[src/rtl/decode_pkg.sv]
`default_nettype none
// +-----------------------------------------------------------------------------+
// | Module      : decode_pkg                                                    |
// | Description : Shared defaults, control-bundle bit indices and E-stage       |
// |               update actions for the decode pipeline slice.                 |
// | Revision    : 1.0 - initial release                                         |
// +-----------------------------------------------------------------------------+
package decode_pkg;

    localparam int XLEN_DEF      = 19;
    localparam int NREG_DEF      = 8;
    localparam int CTRL_W_DEF    = 12;

    localparam int CTRL_REGWRITE = 0;
    localparam int CTRL_LOAD     = 1;

    typedef enum logic [1:0] {
        E_LOAD   = 2'd0,
        E_HOLD   = 2'd1,
        E_BUBBLE = 2'd2,
        E_FLUSH  = 2'd3
    } eAction_t;

endpackage
`default_nettype wire

[src/rtl/reg_file_p.sv]
`default_nettype none
// +-----------------------------------------------------------------------------+
// | Module      : reg_file_p                                                    |
// | Description : NREG x XLEN register file, one write port, two async reads.   |
// |               DECODE_WB_BYPASS_EN forwards the write data to matching reads.|
// | Revision    : 1.0 - initial release                                         |
// +-----------------------------------------------------------------------------+
module reg_file_p
    import decode_pkg::*;
#(
    parameter int XLEN    = XLEN_DEF,
    parameter int NREG    = NREG_DEF,
    parameter int R0_ZERO = 0
) (
    input  logic                     clk,
    input  logic                     rst,
    input  logic                     writeEn,
    input  logic [$clog2(NREG)-1:0]  writeAddr,
    input  logic [XLEN-1:0]          writeData,
    input  logic [$clog2(NREG)-1:0]  readAddrA,
    input  logic [$clog2(NREG)-1:0]  readAddrB,
    output logic [XLEN-1:0]          readDataA,
    output logic [XLEN-1:0]          readDataB
);

    localparam int c_ADDR_W = $clog2(NREG);

    logic [XLEN-1:0]                r_regs [NREG];
    logic                           w_wrActive;
    logic [1:0][c_ADDR_W-1:0]       w_rAddr;
    logic [1:0][XLEN-1:0]           w_rData;

    assign w_wrActive = writeEn && !((R0_ZERO != 0) && (writeAddr == '0));

    always_ff @(posedge clk or negedge rst) begin
        if (!rst) begin
            for (int i = 0; i < NREG; i++) begin
                r_regs[i] <= '0;
            end
        end else if (w_wrActive) begin
            r_regs[writeAddr] <= writeData;
        end
    end

    assign w_rAddr = {readAddrB, readAddrA};

    for (genvar p = 0; p < 2; p++) begin : g_rdPort
        logic w_isZero;
        logic w_bypass;

        assign w_isZero = (R0_ZERO != 0) && (w_rAddr[p] == '0);
`ifdef DECODE_WB_BYPASS_EN
        assign w_bypass = w_wrActive && (writeAddr == w_rAddr[p]);
`else
        assign w_bypass = 1'b0;
`endif
        assign w_rData[p] = w_isZero ? '0 :
                            w_bypass ? writeData : r_regs[w_rAddr[p]];
    end

    assign readDataA = w_rData[0];
    assign readDataB = w_rData[1];

endmodule
`default_nettype wire

[src/rtl/decode_pipe.sv]
`default_nettype none
// +-----------------------------------------------------------------------------+
// | Module      : decode_pipe                                                   |
// | Description : D-stage register read, load-use hazard detection and the     |
// |               D->E pipeline register. Optional DECODE_WB_BYPASS_EN.        |
// | Revision    : 1.0 - initial release                                         |
// +-----------------------------------------------------------------------------+
module decode_pipe
    import decode_pkg::*;
#(
    parameter int XLEN    = XLEN_DEF,
    parameter int NREG    = NREG_DEF,
    parameter int CTRL_W  = CTRL_W_DEF,
    parameter int R0_ZERO = 0
) (
    input  logic                     clk,
    input  logic                     rst,
    input  logic                     validD,
    input  logic [$clog2(NREG)-1:0]  rs1D,
    input  logic [$clog2(NREG)-1:0]  rs2D,
    input  logic [$clog2(NREG)-1:0]  rdD,
    input  logic                     useAD,
    input  logic                     useBD,
    input  logic [CTRL_W-1:0]        ctrlD,
    input  logic [XLEN-1:0]          immD,
    input  logic [XLEN-1:0]          pcD,
    input  logic [XLEN-1:0]          pcplus4D,
    input  logic                     regwriteW,
    input  logic [$clog2(NREG)-1:0]  rdW,
    input  logic [XLEN-1:0]          resultW,
    input  logic                     readyE,
    input  logic                     flushE,
    output logic                     validE,
    output logic [CTRL_W-1:0]        ctrlE,
    output logic [XLEN-1:0]          RD1E,
    output logic [XLEN-1:0]          RD2E,
    output logic [XLEN-1:0]          immE,
    output logic [XLEN-1:0]          pcE,
    output logic [XLEN-1:0]          pcplus4E,
    output logic [$clog2(NREG)-1:0]  rs1E,
    output logic [$clog2(NREG)-1:0]  rs2E,
    output logic [$clog2(NREG)-1:0]  rdE,
    output logic                     stallD
);

    logic [XLEN-1:0] w_rd1;
    logic [XLEN-1:0] w_rd2;
    logic            w_eIsLoad;
    logic            w_rdEHazardable;
    logic            w_srcMatch;
    logic            w_loadHaz;
    eAction_t        w_eAction;

    reg_file_p #(
        .XLEN    (XLEN),
        .NREG    (NREG),
        .R0_ZERO (R0_ZERO)
    ) u_regFile (
        .clk       (clk),
        .rst       (rst),
        .writeEn   (regwriteW),
        .writeAddr (rdW),
        .writeData (resultW),
        .readAddrA (rs1D),
        .readAddrB (rs2D),
        .readDataA (w_rd1),
        .readDataB (w_rd2)
    );

    // A load in E cannot forward its result to the instruction right behind it.
    assign w_eIsLoad       = validE && ctrlE[CTRL_LOAD] && ctrlE[CTRL_REGWRITE];
    assign w_rdEHazardable = !((R0_ZERO != 0) && (rdE == '0));
    assign w_srcMatch      = (useAD && (rs1D == rdE)) || (useBD && (rs2D == rdE));
    assign w_loadHaz       = validD && w_eIsLoad && w_srcMatch && w_rdEHazardable;

    assign stallD = validD && (w_loadHaz || !readyE) && !flushE;

    always_comb begin
        w_eAction = E_LOAD;
        if (flushE) begin
            w_eAction = E_FLUSH;
        end else if (!readyE) begin
            w_eAction = E_HOLD;
        end else if (w_loadHaz) begin
            w_eAction = E_BUBBLE;
        end
    end

    // Data fields are left untouched on flush/bubble; only valid/ctrl matter then.
    always_ff @(posedge clk or negedge rst) begin
        if (!rst) begin
            validE   <= 1'b0;
            ctrlE    <= '0;
            RD1E     <= '0;
            RD2E     <= '0;
            immE     <= '0;
            pcE      <= '0;
            pcplus4E <= '0;
            rs1E     <= '0;
            rs2E     <= '0;
            rdE      <= '0;
        end else begin
            case (w_eAction)
                E_FLUSH, E_BUBBLE: begin
                    validE <= 1'b0;
                    ctrlE  <= '0;
                end
                E_LOAD: begin
                    validE   <= validD;
                    ctrlE    <= validD ? ctrlD : '0;
                    RD1E     <= w_rd1;
                    RD2E     <= w_rd2;
                    immE     <= immD;
                    pcE      <= pcD;
                    pcplus4E <= pcplus4D;
                    rs1E     <= rs1D;
                    rs2E     <= rs2D;
                    rdE      <= rdD;
                end
                default: ;
            endcase
        end
    end

endmodule
`default_nettype wire

[config.mk]
export PLATFORM = sky130hd
export DESIGN_NAME = decode_pipe
export DESIGN_NICKNAME = d
export VERILOG_FILES = /design/src/rtl/decode_pkg.sv /design/src/rtl/reg_file_p.sv /design/src/rtl/decode_pipe.sv
export SDC_FILE = /design/constraint.sdc
export NUM_CORES = 1
export LEC_CHECK = 0
export ABC_CLOCK_PERIOD_IN_PS = 4400
export CORE_AREA = 5 5 164 166
export CTS_BUF_LIST = sky130_fd_sc_hd__clkbuf_4 sky130_fd_sc_hd__clkbuf_8
export CTS_CLUSTER_SIZE = 12
export DETAILED_ROUTE_END_ITERATION = 8
export DIE_AREA = 0 0 169 171
export PLACE_DENSITY = 0.84
export REMOVE_ABC_BUFFERS = 1
export SETUP_SLACK_MARGIN = 0.1
export SLEW_MARGIN = 15
export SYNTH_ARGS = -nofsm -noshare
export SYNTH_HDL_FRONTEND = slang
export SYNTH_SLANG_ARGS = --single-unit
[constraint.sdc]
create_clock -name clk -period 4.4 [get_ports clk]
set_input_delay 0.66 -clock clk [delete_from_list [all_inputs] [get_ports clk]]
set_output_delay 0.66 -clock clk [all_outputs]
set_load 0.01 [all_outputs]
==> out/qor.log <==
qor: die.floorplan.die_area 28,900 sq um
qor: synth.post_synth_instance_area 12,400 sq um
qor: global_route.grt_antenna_before_repair 4
qor: die.placementRows 59
qor: timing.fin_tns_setup 0 ps
qor: clocking.clock_latency 540 ps
qor: drt.wire_per_inst 22.1 um
qor: synth.syn_inst 756
qor: finish.nFillCells 1,818
qor: die.boundaryPins 226
qor: timing.final.setup_skew 20.7 ps
qor: die.initial_core_util 48.7%
qor: clocking.cts_sinks 269
qor: finish.most_frequent_standard_cell_in_the_layout_excluding_fill_and_tap_cells sky130_fd_sc_hd__dfrtp_1
qor: worst_setup_path.setup.worst_path.end_class output pin
qor: placement.port_buffers 225
qor: drt.1st_iter_drt_viols 496
qor: worst_setup_path.timing.critical_path.cells clkdlybuf4s50_1, xnor2_1, nand4_1, a21oi_2, o21a_1, clkdlybuf4s50_1
qor: synth.synth_warnings 0
qor: clocking.cts.htree.levels 2
qor: timing.max_freq 311 MHz
qor: finish.area.growth.synth_to_final 28.6%
qor: timing.rsz0062_at_grt false
qor: clocking.cts_setup_buffers 0
qor: timing.fin_ws 1180 ps
qor: worst_setup_path.worstSetupPathType primary input to output pin
qor: drt.drc 0
qor: global_route.globalRouteTotalUtil 20.8%
qor: timing.maxSlewHeadroom 40.8%
qor: synth.synth.area.top_cells sky130_fd_sc_hd__dfrtp_1 (54%), sky130_fd_sc_hd__mux2_1 (22%), sky130_fd_sc_hd__mux4_2 (14%)
qor: clocking.post_cts.resized_instances 0
qor: finish.final-seq-area 6730 sq um
qor: power_and_ir_drop.worst_ir_drop_vdd 0.000210 V
qor: timing.setup_failing_eps_final 0
qor: power_and_ir_drop.cellPowerDensity 467 nW/um^2
qor: finish.highest_count_cells_in_the_layout_ignoring_fill_and_taps sky130_fd_sc_hd__dfrtp_1 (269), sky130_fd_sc_hd__mux2_1 (245), sky130_fd_sc_hd__clkdlybuf4s50_1 (220)
qor: worst_setup_path.worst_path_most_repeated_cell sky130_fd_sc_hd__clkdlybuf4s50_1
qor: synth.sequential_cell_area_fraction_in_the_yosys_report 54.2%
qor: power_and_ir_drop.total_leakage_power 6.60 nW
qor: status.outcome completed
qor: die.die-height 171 um
qor: die.die_w 169 um
qor: timing.tightestPinTransition 888 ps
qor: synth.synth.distinct_cells 24
qor: clocking.cts-root-to-sink-buffers 3
qor: finish.design.final.nets 1,104
qor: placement.place.gp.congestion 0.805
qor: worst_setup_path.cp_max_fo 9
qor: global_route.first_global_vias 8,289
qor: worst_setup_path.critPathSlowestCell sky130_fd_sc_hd__clkdlybuf4s50_1
qor: finish.drive_gt1_share 22.8%
qor: synth.synth_register_bits 269
qor: worst_setup_path.critPathRequiredTime 3740 ps
qor: synth.synth.largest_area_cell sky130_fd_sc_hd__dfrtp_1
qor: worst_setup_path.worst-endpoint-arrival 2560 ps
qor: finish.multi_input_comb_area 5410 sq um
qor: worst_setup_path.regToRegStartpoint rdE[1]$_DFFE_PN0N_
qor: worst_setup_path.r2r-end RD1E[9]$_DFFE_PN0N_
qor: placement.detailedPlacementHpwl 19.7 mm
qor: timing.finalHoldViolations 0
qor: clocking.cts_tree built
qor: worst_setup_path.worst-r2r-setup-slack 1850 ps
qor: global_route.global_route_wire_length_before_repair 47.4 mm
qor: drt.drtAntennaViolNets 0
qor: finish.fin_util 62.7%
qor: global_route.grt_start_max_net_pins 115
qor: clocking.cts_hold_repair.buffers 0
qor: synth.postSynthAreaPerCell 16.4 sq um
qor: flow_run.maxCapViolations 0
qor: hold_path.worst_hold_path_type primary input to async pin
qor: clocking.cts-root-buf sky130_fd_sc_hd__clkbuf_8
qor: power_and_ir_drop.design_power_total 0.00746 W
qor: timing.drv_slew 0
qor: worst_setup_path.reg2reg_depth 6
qor: clocking.clk_transition_reported_paths 60 ps
qor: drt.route.detailed.vias_per_inst 5.66
qor: global_route.grt_remaining_overflow 0
qor: die.placeableCoreArea 25,500 sq um
qor: drt.vias 7,712
qor: worst_setup_path.worst_setup_path_start_kind primary input
qor: worst_setup_path.critical_path.max_stage_delay 530 ps
qor: clocking.cts-buffers-inserted 43
qor: timing.post-route-min-period 3220 ps
qor: drt.route.final.wire_length 30.1 mm
qor: synth.post-synth-top-area-fraction 54.2%
qor: placement.placement.setup.worst_slack 1140 ps
qor: timing.period_share 73.2%
qor: drt.first_pass_iters 4
## report_power, final
part	total (W)	internal, W	switching (W)	leakage, nW
combinational	0.00176	0.00113	0.000632	2.86
clock	0.00233	0.00137	0.000960	0.504
sequential	0.00337	0.00302	0.000351	3.23
total	0.00746	0.00551	0.00194	6.60
## cells in the mapped netlist
master,instances
sky130_fd_sc_hd__a211o_1,1
sky130_fd_sc_hd__a21oi_2,1
sky130_fd_sc_hd__buf_1,5
sky130_fd_sc_hd__buf_2,19
sky130_fd_sc_hd__buf_4,2
sky130_fd_sc_hd__buf_6,9
sky130_fd_sc_hd__clkbuf_1,18
sky130_fd_sc_hd__dfrtp_1,269
sky130_fd_sc_hd__inv_1,1
sky130_fd_sc_hd__mux2_1,245
sky130_fd_sc_hd__mux2_2,49
sky130_fd_sc_hd__mux4_2,76
sky130_fd_sc_hd__nand2_1,15
sky130_fd_sc_hd__nand2b_1,1
sky130_fd_sc_hd__nand3_1,13
sky130_fd_sc_hd__nand4_1,3
sky130_fd_sc_hd__nand4b_1,3
sky130_fd_sc_hd__nor2_1,1
sky130_fd_sc_hd__nor2b_1,1
sky130_fd_sc_hd__nor3_2,2
sky130_fd_sc_hd__nor3b_1,2
sky130_fd_sc_hd__o21a_1,1
sky130_fd_sc_hd__o21ai_1,13
sky130_fd_sc_hd__xnor2_1,6
## flip-flops by register name (all words and copies together), names as in the netlist
name / flops
immE: 19
RD2E: 19
rdE: 3
u_regFile.r_regs: 152
ctrlE: 12
rs2E: 3
pcE: 19
validE: 1
RD1E: 19
pcplus4E: 19
rs1E: 3
## worst max-delay path by stage
stage / start / to / slack, ps / depth (start not counted)
floorplan: rs1D[0] / RD1E[9]$_DFFE_PN0N_ / 170 / 5
global placement: rs1D[0] / stallD / 1130 / 6
detailed placement: rs1D[0] / stallD / 1140 / 6
CTS: rs1D[0] / stallD / 1140 / 6
global route: rs1D[0] / stallD / 1070 / 6
finish: rs1D[0] / stallD / 1180 / 6
## critical path, delay by kind of cell
family / cells / cell delay (ps)
AOI/OAI and AO/OA: 2 / 620
xor gates and xnor gates: 1 / 130
buffers and inverters: 2 / 1020
and+or+nand+nor: 1 / 130
## per-stage QoR
| stage | hold WS [ps] | instance area, sq um | cells |
|---|---|---|---|
| floorplan | 364 | 12100 | 703 |
| global placement | 468 | 15000 | 1286 |
| detailed placement | 476 | 15000 | 1286 |
| CTS | 229 | 16000 | 1361 |
| global route | 266 | 16000 | 1362 |
| finish | 192 | 16000 | 1362 |
## routing by layer
layer  GRT usage, %  up-vias  routed length (um)
met5              0        -                  39
li1               -     3345                   -
met1           26.8     4062               12200
met2           36.2      251               15200
met4           5.15        6                 564
met3           4.85       48                2090
## cell type report
cell class / instances / area share [%]
multi-input combinational: 433 / 33.9
tap: 335 / 2.62
antenna: 1 / 0.0157
timing repair buffer: 248 / 15.3
clock inverter: 11 / 0.831
inverter: 1 / 0.0235
clock buffer: 64 / 5.12
sequential: 269 / 42.2
## cells by family after synthesis
group / Yosys count / synth area share (%)
compound gates: 16 / 0.726
mux: 370 / 40.5
xor+xnor: 6 / 0.423
flops: 269 / 54.2
simple gates: 41 / 1.75
buf+inv: 54 / 2.43
Power figures use the tool's default switching activity.
